--- src/rtl/gray_ptr_conv_if.sv ---
// Pointer-side signal bundle for gray_ptr_conv: local pointer control,
// exported pointers, remote Gray input, level and error flag.
interface gray_ptr_conv_if #(
  parameter int WIDTH = 4
);
  logic             inc;
  logic             load;
  logic [WIDTH-1:0] load_val;
  logic [WIDTH-1:0] ptr_bin;
  logic [WIDTH-1:0] ptr_gray;
  logic [WIDTH-1:0] gray_in;
  logic [WIDTH-1:0] remote_bin;
  logic [WIDTH-1:0] level;
  logic             gray_err;

  modport master (
    output inc, load, load_val, gray_in,
    input  ptr_bin, ptr_gray, remote_bin, level, gray_err
  );

  modport slave (
    input  inc, load, load_val, gray_in,
    output ptr_bin, ptr_gray, remote_bin, level, gray_err
  );
endinterface

--- src/rtl/gray_ptr_conv.sv ---
// Gray-code pointer block for async FIFOs: local binary/Gray pointer, remote
// Gray-to-binary pipeline and registered level. Optional GRAY_PTR_CHECK_EN.
module gray_ptr_conv #(
  parameter int WIDTH = 4,
  parameter int PIPE  = 1
) (
  input  logic           clk,
  input  logic           rst,
  gray_ptr_conv_if.slave bus
);

  logic [WIDTH-1:0] ptr_bin_q, ptr_bin_d;
  logic [WIDTH-1:0] ptr_gray_q, ptr_gray_d;
  logic [WIDTH-1:0] remote_conv;
  logic [PIPE-1:0][WIDTH-1:0] pipe_q, pipe_d;
  logic [WIDTH-1:0] level_q, level_d;

  // Gray is derived from the next binary value so the exported copy is a flop
  always_comb begin
    ptr_bin_d = ptr_bin_q;
    if (bus.load) begin
      ptr_bin_d = bus.load_val;
    end else if (bus.inc) begin
      ptr_bin_d = ptr_bin_q + WIDTH'(1);
    end
    ptr_gray_d = ptr_bin_d ^ (ptr_bin_d >> 1);
  end

  // Each binary bit is the XOR of all Gray bits at or above it
  generate
    for (genvar gi = 0; gi < WIDTH; gi++) begin : g_conv
      assign remote_conv[gi] = ^(bus.gray_in >> gi);
    end
  endgenerate

  always_comb begin
    pipe_d[0] = remote_conv;
    for (int i = 1; i < PIPE; i++) begin
      pipe_d[i] = pipe_q[i-1];
    end
    level_d = ptr_bin_q - pipe_q[PIPE-1];
  end

  always_ff @(posedge clk) begin
    if (rst) begin
      ptr_bin_q  <= '0;
      ptr_gray_q <= '0;
      pipe_q     <= '0;
      level_q    <= '0;
    end else begin
      ptr_bin_q  <= ptr_bin_d;
      ptr_gray_q <= ptr_gray_d;
      pipe_q     <= pipe_d;
      level_q    <= level_d;
    end
  end

  assign bus.ptr_bin    = ptr_bin_q;
  assign bus.ptr_gray   = ptr_gray_q;
  assign bus.remote_bin = pipe_q[PIPE-1];
  assign bus.level      = level_q;

`ifdef GRAY_PTR_CHECK_EN
  logic [WIDTH-1:0] cmp_q, cmp_d;
  logic [WIDTH-1:0] gray_diff;
  logic             chk_en_q, chk_en_d;
  logic             gray_err_q, gray_err_d;

  // diff & (diff-1) is nonzero exactly when more than one bit differs
  always_comb begin
    gray_diff  = bus.gray_in ^ cmp_q;
    cmp_d      = bus.gray_in;
    chk_en_d   = 1'b1;
    gray_err_d = gray_err_q |
                 (chk_en_q && ((gray_diff & (gray_diff - WIDTH'(1))) != '0));
  end

  always_ff @(posedge clk) begin
    if (rst) begin
      cmp_q      <= '0;
      chk_en_q   <= 1'b0;
      gray_err_q <= 1'b0;
    end else begin
      cmp_q      <= cmp_d;
      chk_en_q   <= chk_en_d;
      gray_err_q <= gray_err_d;
    end
  end

  assign bus.gray_err = gray_err_q;
`else
  assign bus.gray_err = 1'b0;
`endif

endmodule

--- src/flat_wrapper.sv ---
// flat-port wrapper written by rule: the top's interface ports become plain ports
module gray_ptr_conv_flat 
#(
  parameter int WIDTH = 4,
  parameter int PIPE  = 1
)
  (clk, rst, bus_inc, bus_load, bus_load_val, bus_gray_in, bus_ptr_bin, bus_ptr_gray, bus_remote_bin, bus_level, bus_gray_err);
  gray_ptr_conv_if #(.WIDTH(WIDTH)) bus_i ();
  input  logic clk;
  input  logic rst;
  input wire logic [$bits(bus_i.inc)-1:0] bus_inc;
  input wire logic [$bits(bus_i.load)-1:0] bus_load;
  input wire logic [$bits(bus_i.load_val)-1:0] bus_load_val;
  input wire logic [$bits(bus_i.gray_in)-1:0] bus_gray_in;
  output wire logic [$bits(bus_i.ptr_bin)-1:0] bus_ptr_bin;
  output wire logic [$bits(bus_i.ptr_gray)-1:0] bus_ptr_gray;
  output wire logic [$bits(bus_i.remote_bin)-1:0] bus_remote_bin;
  output wire logic [$bits(bus_i.level)-1:0] bus_level;
  output wire logic [$bits(bus_i.gray_err)-1:0] bus_gray_err;
  assign bus_i.inc = bus_inc;
  assign bus_i.load = bus_load;
  assign bus_i.load_val = bus_load_val;
  assign bus_i.gray_in = bus_gray_in;
  assign bus_ptr_bin = bus_i.ptr_bin;
  assign bus_ptr_gray = bus_i.ptr_gray;
  assign bus_remote_bin = bus_i.remote_bin;
  assign bus_level = bus_i.level;
  assign bus_gray_err = bus_i.gray_err;
  gray_ptr_conv #(.WIDTH(WIDTH), .PIPE(PIPE)) u_core (.clk(clk), .rst(rst), .bus(bus_i));
endmodule
--- config.mk ---
export PLATFORM = sky130hd
export DESIGN_NAME = gray_ptr_conv_flat
export DESIGN_NICKNAME = d
export VERILOG_FILES = /design/src/rtl/gray_ptr_conv_if.sv /design/src/rtl/gray_ptr_conv.sv /design/src/flat_wrapper.sv
export SDC_FILE = /design/constraint.sdc
export NUM_CORES = 1
export LEC_CHECK = 0
export ABC_AREA = 1
export CELL_PAD_IN_SITES_DETAIL_PLACEMENT = 0
export CELL_PAD_IN_SITES_GLOBAL_PLACEMENT = 2
export CORE_MARGIN = 4
export CORE_UTILIZATION = 21
export CTS_BUF_LIST = sky130_fd_sc_hd__clkbuf_8
export CTS_CLUSTER_SIZE = 12
export DETAILED_ROUTE_END_ITERATION = 7
export GPL_TIMING_DRIVEN = 1
export HOLD_SLACK_MARGIN = 0.1
export PLACE_DENSITY = 0.74
export SLEW_MARGIN = 20
export SYNTH_ARGS = -nofsm -noshare
export SYNTH_HDL_FRONTEND = slang
export SYNTH_SLANG_ARGS = --single-unit
--- constraint.sdc ---
create_clock -name clk -period 1.1 [get_ports clk]
set_input_delay 0.22 -clock clk [delete_from_list [all_inputs] [get_ports clk]]
set_output_delay 0.22 -clock clk [all_outputs]
set_load 0.01 [all_outputs]
; ---- After elaboration in Yosys (flattened, before gate mapping)
; Cells that the tools add are included.
[op_classes]
add_sub_neg = 2
n_mux = 2
bitwise = 1
reduce_logical = 4
[op_table]
columns = op, n
row1 = 4-bit parity, 4
row2 = 4-bit two-way mux, 2
row3 = 4-bit by 1-bit adder with 4-bit output (second input constant), 1
row4 = 4-bit subtractor, 1
row5 = 4-bit by 3-bit bitwise XOR with 4-bit output, 1
[totals]
reg_bits = 16
in_bits = 12
output_inout_bits = 17
elab_cells = 13

; ---- Longest topological paths before layout
[depth]
ltp_word = 4
depth_mapped = 8
mapped_depth_nobuf = 8

; ---- Worst setup path before layout
; Ideal clock, no wire load.
[synth_timing]
path_type = reg-to-reg
start = reg u_core.ptr_bin_q[0] (netlist: u_core.bus.ptr_bin[0])
end = reg u_core.level_q[1] (netlist: u_core.bus.level[1])
setup_time_ns = 0.129
t_arrival_ns = 1.183
slack_ns = -0.212
path_stages_with_launch = 7
path_buffers = 0
synth_period_minus_slack_ns = 1.312
cell_sequence = dfxtp_1 -> inv_1 -> ha_1 -> inv_1 -> fa_1 -> inv_1 -> nor2_1
[synth_via]
elab_chain_cells = 1
[synth_lines]
columns = item, line_no
row1 = from (decl), gray_ptr_conv.sv:12  ; logic [WIDTH-1:0] ptr_bin_q, ptr_bin_d;
row2 = from (signal assigned), gray_ptr_conv.sv:51  ; ptr_bin_q <= ptr_bin_d;
row3 = 4-bit subtractor, gray_ptr_conv.sv:41  ; level_d = ptr_bin_q - pipe_q[PIPE-1];
row4 = named net u_core.level_d[1], gray_ptr_conv.sv:16  ; logic [WIDTH-1:0] level_q, level_d;
row5 = to (signal assigned), gray_ptr_conv.sv:54  ; level_q <= level_d;
row6 = to (decl), gray_ptr_conv.sv:16
; The timed path passes the listed nets, and every way through them passes these cells.
; A chain may end at the register's enable or synchronous reset.

; ---- Worst setup path after layout
; Same ends and word-level chain as after synthesis.

==> flow_summary.yaml <==
sta:
  max_freq_ghz: 0.7919
  fin_crit_ns: 1.263
  finClkSkew_ns: 0.002451
  final_max_slew_viol_count: 0
  hold_viol: 0
  setup_violations: 6
  layout_setup_ws_ns: -0.1628
  rsz0062_at_grt: "true"
  fin_crit_sh_pct: 114.8
global_route:
  grt_pass1_wl_um: 3146
  grt_use_total_pct: 9.432
  grt_pass1_vias: 735
  overflow: 0
  antenna_found_initial: 0
  grt_max_degree: 10
floorplanning:
  core_um2: 3390
  rows: 21
  initial_core_util_pct: 22.11
  io_pins: 29
  die_x_um: 67.74
  die_area_um2: 4589
  die_y_um: 67.74
power:
  power.share.sequential_pct: 40.7
  vdd_drop_max_mv: 0.5600
  p_per_area_nw_per_um2: 1217
  p_comb_share_pct: 29.7
  p_int_uw: 1097
  p_leak_uw: 0.0006079
  power.switching_uw: 455.1
  pwr-share-clk_pct: 29.6
  swShare_pct: 29.32
clocking:
  clkSinkCount: 15
  clock_latency_ns: 0.25
  cts.root.buffer_cell: "clkbuf_8"
  htreeDepth: 1
  clkSlewWorstSetupHoldPaths_ns: 0.06
  cts_tree: "yes"
  cts_buffers: 3
  clockBufferDepth: 2
synthesis:
  avgSynthCellArea_um2: 7.648
  yosysTopAreaCellShare_pct: 40.07
  synth_seq_cells: 15
  synth_cell_types: 22
  syn_area_um2: 749.5
  synth_top_area_cell: "dfxtp_1"
  synth_nets: 115
  yosys_warnings: 0
  synth_area_leaders: "dfxtp_1 (40%), nand2_1 (13%), ha_1 (6.7%)"
  netlist_instances: 98
  yosysSeqAreaShare_pct: 40.07
run:
  drv_cap: 0
placed_design:
  place.port_buffers: 27
  place_area_um2: 1189
  hpwl_um: 1556
  post-place-cells: 180
  gp_congestion: 0.7524
detailed_routing:
  via_count: 714
  dr.pass1.iters: 4
  drt_iter0_drc: 10
  drc: 0
  routed_wirelength_um: 1898
  ant_nets: 0
  routed_via_density: 3.818
  wl_per_cell_um: 10.15
status:
  outcome: "complete, but fails checks"
  violations: "setup timing"
layout:
  num-nets-final: 159
  syn_to_final_growth_pct: 70.12
  fin_area_um2: 1275
  diodes: 0
  post_layout_nonfiller_instances: 187
  fill_cells: 362
  drive_gt1_share_pct: 37.59
hold_path:
  hold_class: "reg2reg"
  hold_depth: 2
critical_path:
  reg2reg_depth: 6
  crit_arrival_ns: 1.45
  critPathCaptureType: "flip-flop"
  worstPathRequired_ns: 1.29
  cp-start-kind: "flip-flop"
  path_class: "reg2reg"
  cp_max_fo: 3
==> cell usage in the layout, fill, tap and decap left out, types with 2 or more instances in the layout <==
master / Yosys / final
inv_2: 1 / 2
nand2_2: 0 / 3
inv_1: 11 / 9
clkdlybuf4s15_2: 0 / 2
nand3_2: 1 / 2
dfxtp_2: 0 / 3
xnor2_2: 1 / 2
dfxtp_4: 0 / 3
dfxtp_1: 15 / 9
ha_4: 0 / 2
clkbuf_8: 0 / 3
or2_1: 2 / 2
clkdlybuf4s50_1: 0 / 10
buf_4: 2 / 14
clkbuf_2: 0 / 4
xor2_1: 3 / 3
buf_6: 0 / 3
nor2_1: 13 / 12
nand2_1: 26 / 23
nand3_1: 6 / 5
dlygate4sd2_1: 0 / 8
a21oi_2: 2 / 3
ha_1: 4 / 2
nor2_2: 1 / 2
==> through the flow <==
step	TNS (ns)	total power, uW	util (%)	hold slack (ns)	setup WS [ns]
floorplan	-0.2094	867.0	-	0.2941	-0.1135
global placement	-3.071	1108	35.07	0.5402	-0.3379
detailed placement	-3.145	1112	35.07	0.5462	-0.3323
CTS	-0.5248	1567	37.43	0.5592	-0.1611
global route	-1.058	1655	37.62	0.5634	-0.2053
finish	-0.4548	1552	37.62	0.5486	-0.1628
==> worst paths after layout <==
path | start | to | slack (ns)
hold / removal | u_core.bus.remote_bin[0] | u_core.bus.level[0] | 0.55
hold reg to reg | u_core.bus.remote_bin[0] | u_core.bus.level[0] | 0.55
setup reg to reg | u_core.bus.ptr_bin[0] | u_core.bus.level[1] | -0.16
setup / recovery | u_core.bus.ptr_bin[0] | u_core.bus.level[1] | -0.16
==> power by group through the flow <==
stage / Combinational [uW] / Clock (uW) / Sequential (uW)
after floorplan: 193 / 0 / 674
after global placement: 461 / 0 / 648
after detailed placement: 465 / 0 / 647
after CTS: 459 / 473 / 634
after global routing: 514 / 501 / 640
final: 461 / 459 / 632
==> repair_timing <==
action / in CTS / in global routing
gates resized for setup: 38 / 13
pin swaps: 4 / 3
setup endpoints to repair: 24 / 16
hold buffers: 0 / 0
setup buffers: 1 / 2
hold endpoints to repair: 0 / 0
==> registers in the layout, summed over array words and instances, names as in the netlist <==
register / flops
u_core.bus.level: 4
u_core.bus.ptr_bin: 3
u_core.bus.ptr_gray: 4
u_core.bus.remote_bin: 4
==> metal layers <==
metal  GRT usage [%]  part of all wire, %
met4           6.835                  3.4
met1           10.74                   46
met5               0                    0
met2           15.80                   47
met3           1.498                  3.5
==> layout make-up <==
cell class              instances  area [um^2]  area share, %
multi-input cells              68        446.7          35.03
repair buffers                 42        361.6          28.36
flip-flops and latches         15        315.3          24.73
well taps                      46        57.56          4.514
inverters                      12        47.55          3.729
clock buffers                   3        41.29          3.238
clock inverters                 1        5.005         0.3925
==> Yosys cell counts <==
| cell | instances |
|---|---|
| nand2_1 | 26 |
| dfxtp_1 | 15 |
| nor2_1 | 13 |
| inv_1 | 11 |
| nand3_1 | 6 |
| ha_1 | 4 |
| xor2_1 | 3 |
| a21oi_1 | 2 |
| a21oi_2 | 2 |
| buf_4 | 2 |
| o21ai_2 | 2 |
| or2_1 | 2 |
| buf_1 | 1 |
| conb_1 | 1 |
| fa_1 | 1 |
| inv_2 | 1 |
| nand3_2 | 1 |
| nor2_2 | 1 |
| o21ai_0 | 1 |
| o21ai_1 | 1 |
| xnor2_1 | 1 |
| xnor2_2 | 1 |
==> logic make-up (layout without fill, tap and decap cells) <==
family                     after synthesis  count (layout)  share of synthesized area (%)
DFF                                     15              15                          40.07
xor gates and xnor gates                 5               5                          6.846
buffers and inverters                   15              58                          8.513
adders and majority gates                5               5                          9.349
AOI/OAI and AO/OA                        8               8                          7.345
other                                    1               1                         0.5004
and+or+nand+nor                         49              49                          27.38
==> critical path: stages (launching register included) <==
cell	delay [ns]
dfxtp_4	0.36
inv_4	0.06
ha_4	0.12
inv_2	0.04
fa_2	0.51
inv_1	0.04
nor2_1	0.08
Power figures use the tool's default switching activity.
